$ cat config.mk
export PLATFORM = sky130hd
export DESIGN_NAME = crddrop
export DESIGN_NICKNAME = d
export VERILOG_FILES = /design/src/rtl/crddrop_pkg.sv /design/src/rtl/reg_fifo.sv /design/src/rtl/crddrop.sv
export SDC_FILE = /design/constraint.sdc
export NUM_CORES = 1
export LEC_CHECK = 0
export CORE_MARGIN = 1
export CORE_UTILIZATION = 48
export CTS_BUF_LIST = sky130_fd_sc_hd__clkbuf_16
export DETAILED_ROUTE_END_ITERATION = 8
export PLACE_DENSITY_LB_ADDON = 0.12
export SYNTH_ARGS = -nofsm -noshare
export SYNTH_HDL_FRONTEND = slang
export SYNTH_SLANG_ARGS = --single-unit
$ cat constraint.sdc
create_clock -name clk -period 3.6 [get_ports clk]
set_clock_uncertainty 0.05 [all_clocks]
set_input_delay 0.9 -clock clk [delete_from_list [all_inputs] [get_ports clk]]
set_output_delay 0.9 -clock clk [all_outputs]
set_load 0.01 [all_outputs]
$ cat src/rtl/crddrop_pkg.sv
// Shared sparse-stream definitions: token format, helpers and the crddrop FSM states.
package crddrop_pkg;

    localparam int unsigned TOKEN_W = 17;

    // Control tokens have bit 16 set; a stop carries its level in [7:0].
    localparam logic [TOKEN_W-1:0] DONE        = 17'h10100;
    localparam logic [8:0]         STOP_PREFIX = 9'h100;

    typedef enum logic [0:0] {
        StIdle,
        StHold
    } crddrop_state_t;

    function automatic logic is_data(input logic [TOKEN_W-1:0] tok);
        return !tok[TOKEN_W-1];
    endfunction

    function automatic logic is_stop(input logic [TOKEN_W-1:0] tok);
        return tok[TOKEN_W-1:8] == STOP_PREFIX;
    endfunction

    function automatic logic is_done(input logic [TOKEN_W-1:0] tok);
        return tok == DONE;
    endfunction

endpackage

$ cat src/rtl/reg_fifo.sv
// Small register-based FIFO; push on full is accepted when a pop happens in the same cycle.
module reg_fifo #(
    parameter int unsigned Depth = 2,
    parameter int unsigned Width = 17
) (
    input  logic             clk_i,
    input  logic             rst_ni,
    input  logic             clr_i,
    input  logic             en_i,
    input  logic             push_i,
    input  logic [Width-1:0] wdata_i,
    input  logic             pop_i,
    output logic [Width-1:0] rdata_o,
    output logic             full_o,
    output logic             empty_o
);

    localparam int unsigned PtrW = (Depth > 1) ? $clog2(Depth) : 1;
    localparam int unsigned CntW = $clog2(Depth + 1);

    logic [Width-1:0] mem_q [Depth];
    logic [Width-1:0] mem_d [Depth];
    logic [PtrW-1:0]  wr_ptr_q, wr_ptr_d;
    logic [PtrW-1:0]  rd_ptr_q, rd_ptr_d;
    logic [CntW-1:0]  cnt_q, cnt_d;
    logic             do_push, do_pop;

    function automatic logic [PtrW-1:0] ptr_inc(input logic [PtrW-1:0] p);
        return (p == PtrW'(Depth - 1)) ? '0 : p + PtrW'(1);
    endfunction

    assign full_o  = (cnt_q == CntW'(Depth));
    assign empty_o = (cnt_q == '0);
    assign rdata_o = mem_q[rd_ptr_q];

    assign do_pop  = en_i && pop_i && !empty_o;
    assign do_push = en_i && push_i && (!full_o || do_pop);

    // Next-state for storage, pointers and occupancy.
    always_comb begin
        mem_d    = mem_q;
        wr_ptr_d = wr_ptr_q;
        rd_ptr_d = rd_ptr_q;
        cnt_d    = cnt_q;
        if (do_push) begin
            mem_d[wr_ptr_q] = wdata_i;
            wr_ptr_d        = ptr_inc(wr_ptr_q);
        end
        if (do_pop) begin
            rd_ptr_d = ptr_inc(rd_ptr_q);
        end
        case ({do_push, do_pop})
            2'b10:   cnt_d = cnt_q + CntW'(1);
            2'b01:   cnt_d = cnt_q - CntW'(1);
            default: cnt_d = cnt_q;
        endcase
    end

    // Storage registers; clear also zeroes contents so the head reads 0 afterwards.
    always_ff @(posedge clk_i) begin
        if (!rst_ni || clr_i) begin
            for (int i = 0; i < int'(Depth); i++) begin
                mem_q[i] <= '0;
            end
            wr_ptr_q <= '0;
            rd_ptr_q <= '0;
            cnt_q    <= '0;
        end else begin
            mem_q    <= mem_d;
            wr_ptr_q <= wr_ptr_d;
            rd_ptr_q <= rd_ptr_d;
            cnt_q    <= cnt_d;
        end
    end

endmodule

$ cat src/rtl/crddrop.sv
// Drops outer coordinates whose inner fiber is empty; forwards the inner stream unchanged.
module crddrop
    import crddrop_pkg::*;
(
    input  logic               clk,
    input  logic               rst_n,
    input  logic               clk_en,
    input  logic               flush,
    input  logic               tile_en,
    input  logic [TOKEN_W-1:0] cmrg_coord_in_0,
    input  logic               cmrg_coord_in_0_valid,
    output logic               cmrg_coord_in_0_ready,
    input  logic [TOKEN_W-1:0] cmrg_coord_in_1,
    input  logic               cmrg_coord_in_1_valid,
    output logic               cmrg_coord_in_1_ready,
    output logic [TOKEN_W-1:0] cmrg_coord_out_0,
    output logic               cmrg_coord_out_0_valid,
    input  logic               cmrg_coord_out_0_ready,
    output logic [TOKEN_W-1:0] cmrg_coord_out_1,
    output logic               cmrg_coord_out_1_valid,
    input  logic               cmrg_coord_out_1_ready
);

    crddrop_state_t     state_q, state_d;
    logic               seen_q, seen_d;
    logic [TOKEN_W-1:0] hold_q, hold_d;

    logic               rst_act;
    logic               in0_rdy, in1_rdy, out0_vld, out1_vld;
    logic               in0_fire, in1_fire;
    logic               f0_push, f1_push, f0_pop, f1_pop;
    logic [TOKEN_W-1:0] f0_wdata, f1_wdata, f0_rdata, f1_rdata;
    logic               f0_full, f0_empty, f1_full, f1_empty;
    logic [3:0]         hs_comb, hs_d, hs_q, hs_out;

    assign rst_act  = !rst_n || flush;
    assign in0_fire = clk_en && cmrg_coord_in_0_valid && in0_rdy;
    assign in1_fire = clk_en && cmrg_coord_in_1_valid && in1_rdy;

    assign out0_vld = tile_en && !f0_empty;
    assign out1_vld = tile_en && !f1_empty;
    assign f0_pop   = out0_vld && cmrg_coord_out_0_ready;
    assign f1_pop   = out1_vld && cmrg_coord_out_1_ready;

    // State register with held coordinate and "fiber non-empty" flag.
    always_ff @(posedge clk) begin
        if (rst_act) begin
            state_q <= StIdle;
            seen_q  <= 1'b0;
            hold_q  <= '0;
        end else if (clk_en) begin
            state_q <= state_d;
            seen_q  <= seen_d;
            hold_q  <= hold_d;
        end
    end

    // Next-state: latch outer data, close the fiber on an inner stop or an unconsumed done.
    always_comb begin
        state_d = state_q;
        seen_d  = seen_q;
        hold_d  = hold_q;
        unique case (state_q)
            StIdle: begin
                if (in0_fire && is_data(cmrg_coord_in_0)) begin
                    hold_d  = cmrg_coord_in_0;
                    seen_d  = 1'b0;
                    state_d = StHold;
                end
            end
            StHold: begin
                if (in1_fire) begin
                    if (is_data(cmrg_coord_in_1)) begin
                        seen_d = 1'b1;
                    end else begin
                        seen_d  = 1'b0;
                        state_d = StIdle;
                    end
                end else if (clk_en && tile_en && cmrg_coord_in_1_valid &&
                             is_done(cmrg_coord_in_1)) begin
                    seen_d  = 1'b0;
                    state_d = StIdle;
                end
            end
            default: state_d = StIdle;
        endcase
    end

    // FSM outputs: input readies and FIFO push controls.
    always_comb begin
        in0_rdy  = 1'b0;
        in1_rdy  = 1'b0;
        f0_push  = 1'b0;
        f1_push  = 1'b0;
        f0_wdata = cmrg_coord_in_0;
        f1_wdata = cmrg_coord_in_1;
        if (tile_en) begin
            unique case (state_q)
                StIdle: begin
                    if (cmrg_coord_in_0_valid) begin
                        if (is_done(cmrg_coord_in_0)) begin
                            // Done on both streams is consumed together, never alone.
                            in0_rdy = cmrg_coord_in_1_valid && is_done(cmrg_coord_in_1) &&
                                      !f0_full && !f1_full;
                            in1_rdy = in0_rdy;
                            f0_push = in0_rdy;
                            f1_push = in0_rdy;
                        end else if (is_data(cmrg_coord_in_0)) begin
                            in0_rdy = 1'b1;
                        end else if (is_stop(cmrg_coord_in_0)) begin
                            in0_rdy = !f0_full;
                            f0_push = in0_rdy;
                        end
                    end
                end
                StHold: begin
                    if (cmrg_coord_in_1_valid &&
                        (is_data(cmrg_coord_in_1) || is_stop(cmrg_coord_in_1))) begin
                        in1_rdy  = !f1_full && (seen_q || !f0_full);
                        f1_push  = in1_rdy;
                        // First inner data proves the fiber non-empty: release the outer coord.
                        f0_push  = in1_rdy && !seen_q && is_data(cmrg_coord_in_1);
                        f0_wdata = hold_q;
                    end
                end
                default: ;
            endcase
        end
    end

    // Remember handshake outputs so they stay put while clk_en is low.
    always_comb begin
        hs_d = clk_en ? hs_comb : hs_q;
    end

    // Held handshake register.
    always_ff @(posedge clk) begin
        if (rst_act) begin
            hs_q <= '0;
        end else begin
            hs_q <= hs_d;
        end
    end

    assign hs_comb = {in0_rdy, in1_rdy, out0_vld, out1_vld};

    // Handshake outputs: forced low under reset, frozen while clk_en is low.
    always_comb begin
        hs_out = hs_q;
        if (rst_act) begin
            hs_out = '0;
        end else if (clk_en) begin
            hs_out = hs_comb;
        end
    end

    assign cmrg_coord_in_0_ready  = hs_out[3];
    assign cmrg_coord_in_1_ready  = hs_out[2];
    assign cmrg_coord_out_0_valid = hs_out[1];
    assign cmrg_coord_out_1_valid = hs_out[0];
    assign cmrg_coord_out_0       = f0_rdata;
    assign cmrg_coord_out_1       = f1_rdata;

    reg_fifo #(
        .Depth (2),
        .Width (TOKEN_W)
    ) u_f0 (
        .clk_i   (clk),
        .rst_ni  (rst_n),
        .clr_i   (flush),
        .en_i    (clk_en),
        .push_i  (f0_push),
        .wdata_i (f0_wdata),
        .pop_i   (f0_pop),
        .rdata_o (f0_rdata),
        .full_o  (f0_full),
        .empty_o (f0_empty)
    );

    reg_fifo #(
        .Depth (2),
        .Width (TOKEN_W)
    ) u_f1 (
        .clk_i   (clk),
        .rst_ni  (rst_n),
        .clr_i   (flush),
        .en_i    (clk_en),
        .push_i  (f1_push),
        .wdata_i (f1_wdata),
        .pop_i   (f1_pop),
        .rdata_o (f1_rdata),
        .full_o  (f1_full),
        .empty_o (f1_empty)
    );

endmodule

==> run metrics <==
status=finished, violations left; failing checks=setup timing; DP HPWL=7740 µm; Clock Tree Root=clkbuf_16; core area=0.00933 mm²; Reg clk slew, reported paths=70 ps; DIE HEIGHT=roughly 100 µm; Vias/cell=approximately 5.2; met3 Use GR=under 10%; Final Cycle Share=112%; final core occ=66.2%; unrepaired setup endpoints after global routing=yes; Clock Latency Late Sink=340 ps; CP endpoint kind=output pin; final slew viol count=0; antenna viol nets, final=0; Fin. Hold Viols=0; FMAX=248 MHz; DRC Markers=0; combinational fraction of design power=~6.6%; Final WS setup=-429 ps; synthesized area=0.00465 mm²; proportion of layout cells with a drive suffix above 1=a little over a fifth; EDFF count, synth=0; TritonCTS clock tree=built; die area=0.0101 mm²; Net Sw Frac=22.9%; H-tree depth=3; Yosys cell types=42; Final setup violation count=2; clock power share=approximately 44%; final WL=11000 µm; GR Util All Layers=23.1%; cell with the most instances after synthesis=nand2_1; cell taking the most area after synthesis=dfxtp_1; DR iter-0 viols=124; Synth Flop Type=dfxtp_1; initial core utilization=about half; Ant. Diodes=0; Seq/Total Area, Yosys=approximately 43%; Synth area leaders=dfxtp_1 43%, mux2i_1 15%, mux2_2 12%; Startpoint Class=input port; vias in the first global route=3861; Post-synth top cells=142 x nand2_1, 99 x dfxtp_1, 68 x mux2i_1; worst path required time=roughly 2700 ps; WL/cell=14.8 µm; #FFs+latches synth=99; total power=2.23 mW; clk sinks=99; leakage=2.59 nW; via count=3861; synthesized area per cell=9.24 µm²; Setup CP Type=in -> out; Clock Tree Buf Depth=2; max cap viols=0; post-layout min period=4030 ps; Synth warnings=0; worst slew pin tran=556 ps; worst hold-check path type=reg -> reg; initial antenna violation count=0; met2 Track Usage GR=38.7%; Synth top area share=42.7%; synthesized net count=approximately 550; io pins=~80; PortBufs=80; design area=just over 0.006 mm²; Placed Area=0.00577 mm²; Flop pwr share=49.1%; Internal=1.72 mW; global-route wire length before repair=18200 µm; CTS Buf Count=9; Sw Pwr=slightly above 0.5 mW; GP Congestion=0.886; DIE WIDTH=100 µm; CP Max Fanout=2; Hold-fix buffers, CTS=0; Async S/R FF share, synth=0%; Max VDD drop=0.000216 V; PwrDens=around 360 mW/mm²; M1 GR Usage=31.0%; area grow syn2layout=32.8%; Final TNS setup=-855 ps; global route overflow=0; Post-Syn Instances=503; maximum number of pins on one net before global-route repair=between 50 and 60; WP data arrival=between 3000 and 4000 ps; relative slew slack=between 60% and 70%; drt pass-1 iters=4; Core Rows=35; Final #Nets=about 650; busiest grt layer=met2
registers in the layout, indices dropped and copies added (netlist names), 2 cells and up:
signal	count
u_f1.mem_q	34
hs_q	4
hold_q	17
u_f0.mem_q	34
u_f0.cnt_q	2
u_f1.cnt_q	2
cell families after synthesis:
family | share of synthesized area, %
compound gates | 5.33
xor+xnor | 1.13
fa+ha+maj | 0.539
buf+inv | 4.42
flops | 42.7
mux | 27.0
simple gates | 18.9
placed cells by master (no fill, tap or decap), types with 3 or more instances in the layout:
cell,count
mux2_2,51
nand3_1,5
buf_2,3
o21ai_0,5
nor2b_1,4
clkbuf_16,9
o2111ai_1,4
xnor2_1,4
clkdlybuf4s50_1,70
nand2b_1,3
inv_6,3
nor2_1,17
buf_4,42
nor4_1,3
nand2_1,142
dfxtp_1,99
mux2i_1,68
or4_4,4
buf_6,3
a21oi_1,22
inv_1,4
dlymetal6s2s_1,4
and2_1,3
nand4_1,3
or3_1,3
worst paths after layout:
check,from,end,slack (ps),cells past startpoint
worst max-delay path,cmrg_coord_in_1[9],cmrg_coord_in_0_ready,-430,8
worst min-delay path,u_f1.mem_q[9],u_f1.mem_q[9],400,2
worst max register to register,u_f0.cnt_q[0],u_f0.cnt_q[1],960,11
worst min register to register,u_f1.mem_q[9],u_f1.mem_q[9],400,2
metal layers:
layer | wire length (µm) | share of wire (%) | vias to the layer above
li1 | - | - | 1928
met1 | 5330 | 49 | 1857
met2 | 5210 | 48 | 66
met3 | 296 | 2.7 | 10
met4 | 116 | 1.1 | 0
met5 | 0 | 0 | -
power by group through the flow:
stage	clock network (mW)	registers [mW]	logic, mW
6_report	0.987	1.10	0.148
5_1_grt	1.05	1.10	0.161
4_1_cts	1.01	1.10	0.147
3_5_place_dp	0	1.12	0.147
3_3_place_gp	0	1.12	0.145
2_1_floorplan	0	1.12	0.0599
stage by stage:
stage          hold WS [ps]  cells  worst slack, ps
2_1_floorplan           381    503             -107
3_3_place_gp            388    720            -1160
3_5_place_dp            395    720            -1170
4_1_cts                 406    740             -545
5_1_grt                 421    741             -472
6_report                405    741             -429
critical path: stages:
cell      delay (ps)
buf_6             90
or4_4            520
or4_4            460
or4_4            470
a221oi_4         300
a21oi_2           60
nor2_2           120
buf_2            140
repair_timing:
item,CTS,global route
gates resized for setup,27,9
pin swaps,8,8
setup endpoints to repair,5,42
setup buffers,4,1
hold endpoints to repair,0,0
layout make-up:
type	count	area [µm²]
fillers	780	3160
multi-input cells	368	2540
flip-flops and latches	99	1980
repair buffers	125	1160
clock buffers	9	225
well taps	129	161
clock inverters	7	80.1
inverters	4	15.0
(Power assumes the default switching activity.)
==> RTL change, RTL diff (same settings) <==
`Depth` is set to 2 in 3 places; all go to 4.
--- a/src/rtl/reg_fifo.sv
+++ b/src/rtl/reg_fifo.sv
@@ -2,3 +2,3 @@
 module reg_fifo #(
-    parameter int unsigned Depth = 2,
+    parameter int unsigned Depth = 4,
     parameter int unsigned Width = 17
--- a/src/rtl/crddrop.sv
+++ b/src/rtl/crddrop.sv
@@ -164,3 +164,3 @@
     reg_fifo #(
-        .Depth (2),
+        .Depth (4),
         .Width (TOKEN_W)
@@ -180,3 +180,3 @@
     reg_fifo #(
-        .Depth (2),
+        .Depth (4),
         .Width (TOKEN_W)
Behaviour: not the same (a bounded check fails within 4 cycles, from zero or initial values).
==> RTL change against the original RTL <==
- maximum frequency up 14%
- area after synthesis grew 69%
- sequential cell count increased by 74
- total power rose by 79%
- non-clock buffer count is 24 higher
- worst setup slack improved by 0.50 ns
- final area grew 60%
- critical path depth increased by 1
- routed wire length is 83% higher
- worst hold slack got worse by 0.013 ns
- critical path type unchanged
- critical endpoint unchanged
- highest routed layer unchanged
==> RTL change: results (changes against the original RTL) <==
| Metric | Value |
|---|---|
| Slowest CP cell | clkdlybuf4s50_1 (was or4_4) |
| Layout cells sized above 1 | 20.1% (was 21.9%) |
| Fillers | 1347 (was 780) |
| Cell area after placement | 9160 µm² (was 5770 µm²) |
| H-tree depth | 4 (was 3) |
| Crit Path Max Fanout | 3 (was 2) |
| First-pass GRT wire length | 32.3 mm (was 18.2 mm) |
| Worst reg2reg path depth | 12 (was 11) |
| R2R Path End | u_f0.cnt_q[2] (was u_f0.cnt_q[1]) |
| Critical Path Max Stage Delay | 0.44 ns (was 0.52 ns) |
| Sequential share of the synthesized area | 44.2% (was 42.7%) |
| Adder-cell share of the synthesized area | 2.43% (was 0.539%) |
| GRT Resource Usage Total | 25.1% (was 23.1%) |
| Dpl ws | -0.630 ns (was -1.17 ns) |
| Total Nets Final | 918 (was 652) |
| Synth Net Count | 813 (was 548) |
| Top flop regs | u_f0.mem_q: 68 flops, u_f1.mem_q: 68 flops, hold_q: 17 flops (was u_f0.mem_q: 34 flops, u_f1.mem_q: 34 flops, hold_q: 17 flops) |
| Synth top cells by count | dfxtp_1, mux2i_1, nand2_1 (was nand2_1, dfxtp_1, mux2i_1) |
| Leakage | 0.00383 µW (was 0.00259 µW) |
| Slew @ Worst Pin | 1.04 ns (was 0.556 ns) |
| Clock latency at the later pin of the worst-skew pair | 0.43 ns (was 0.34 ns) |
| Vias/cell | 5.71 (was 5.21) |
| Delay-heaviest family, CP | buffers and inverters (was simple AND/OR/NAND/NOR gates) |
| Largest net degree at the start of global routing | 92 (was 55) |
| Synth Area in XOR/XNOR | 0.447% (was 1.13%) |
| Wirelength per Cell | 18.4 µm (was 14.8 µm) |
| Total CTS buffers | 17 (was 9) |
| WP data arrival | 2.58 ns (was 3.08 ns) |
| Status | finished clean (was complete, but fails checks) |
| 1st-pass router iterations | 5 (was 4) |
[RTL change: per-layer routing]
metal  vias up  global-route usage (%)  part of all wire (%)
met5         -                       0                     0
met4         0                    8.00                   1.1
met3        20                    4.63                   5.3
met2       178                    41.3                    48
met1      3088                    33.4                    46
li1       2937                       -                     -
[RTL change: worst min path at each step]
| stage | start | endpoint | slack [ns] | depth (start not counted) |
|---|---|---|---|---|
| after floorplan | hold_q[16] | hold_q[16] | 0.36 | 2 |
| after global placement | hold_q[16] | hold_q[16] | 0.37 | 2 |
| after detailed placement | hold_q[16] | hold_q[16] | 0.38 | 2 |
| after CTS | hold_q[16] | hold_q[16] | 0.39 | 2 |
| after global routing | hold_q[16] | hold_q[16] | 0.42 | 2 |
| final | hold_q[16] | hold_q[16] | 0.39 | 2 |
[RTL change: final cells by class]
class | count | area (µm²) | share of cell area, %
multi-input cells | 503 | 4110 | 41.7
inverters | 17 | 63.8 | 0.647
clock buffers | 17 | 425 | 4.31
clock inverters | 15 | 170 | 1.73
repair buffers | 149 | 1360 | 13.8
well taps | 216 | 270 | 2.74
flip-flops and latches | 173 | 3460 | 35.1
[RTL change: repair_timing]
item / 4_1_cts / 5_1_grt
hold buffers: 0 / 0
pin swaps: 9 / 11
buffers inserted: 1 / 0
setup endpoints to repair: 2 / 3
gates resized for setup: 30 / 17
[RTL change: cells by family after synthesis]
kind of cell / Yosys count
AOI/OAI and AO/OA: 167
buffers and inverters: 80
xor gates and xnor gates: 4
and+or+nand+nor: 180
muxes: 138
adders and majority gates: 14
DFF: 173
[RTL change: through the flow]
step / instances / power (µW) / setup TNS (ns)
after floorplan: 756 / 2030 / 0
after global placement: 1057 / 2140 / -13.11
after detailed placement: 1057 / 2140 / -13.87
after CTS: 1090 / 4010 / 0
after global routing: 1090 / 4120 / 0
final: 1090 / 3990 / 0
[RTL change: power breakdown]
group / total [µW] / internal, µW / leakage [µW] / switching [µW]
Clock: 1880 / 1090 / 0.000291 / 793
Combinational: 186 / 80.2 / 0.00214 / 106
Sequential: 1920 / 1920 / 0.00139 / 1.36
[RTL change: worst reg2reg max path: stages (launching register included)]
cell and delay, ns:
dfxtp_1 0.34, or3b_1 0.45, and4b_4 0.22, buf_4 0.13, a2111oi_4 0.40, a2111oi_4 0.11
inv_1 0.08, ha_1 0.17, inv_1 0.07, fa_1 0.37, xor2_1 0.16, or3_1 0.31
a21oi_1 0.14
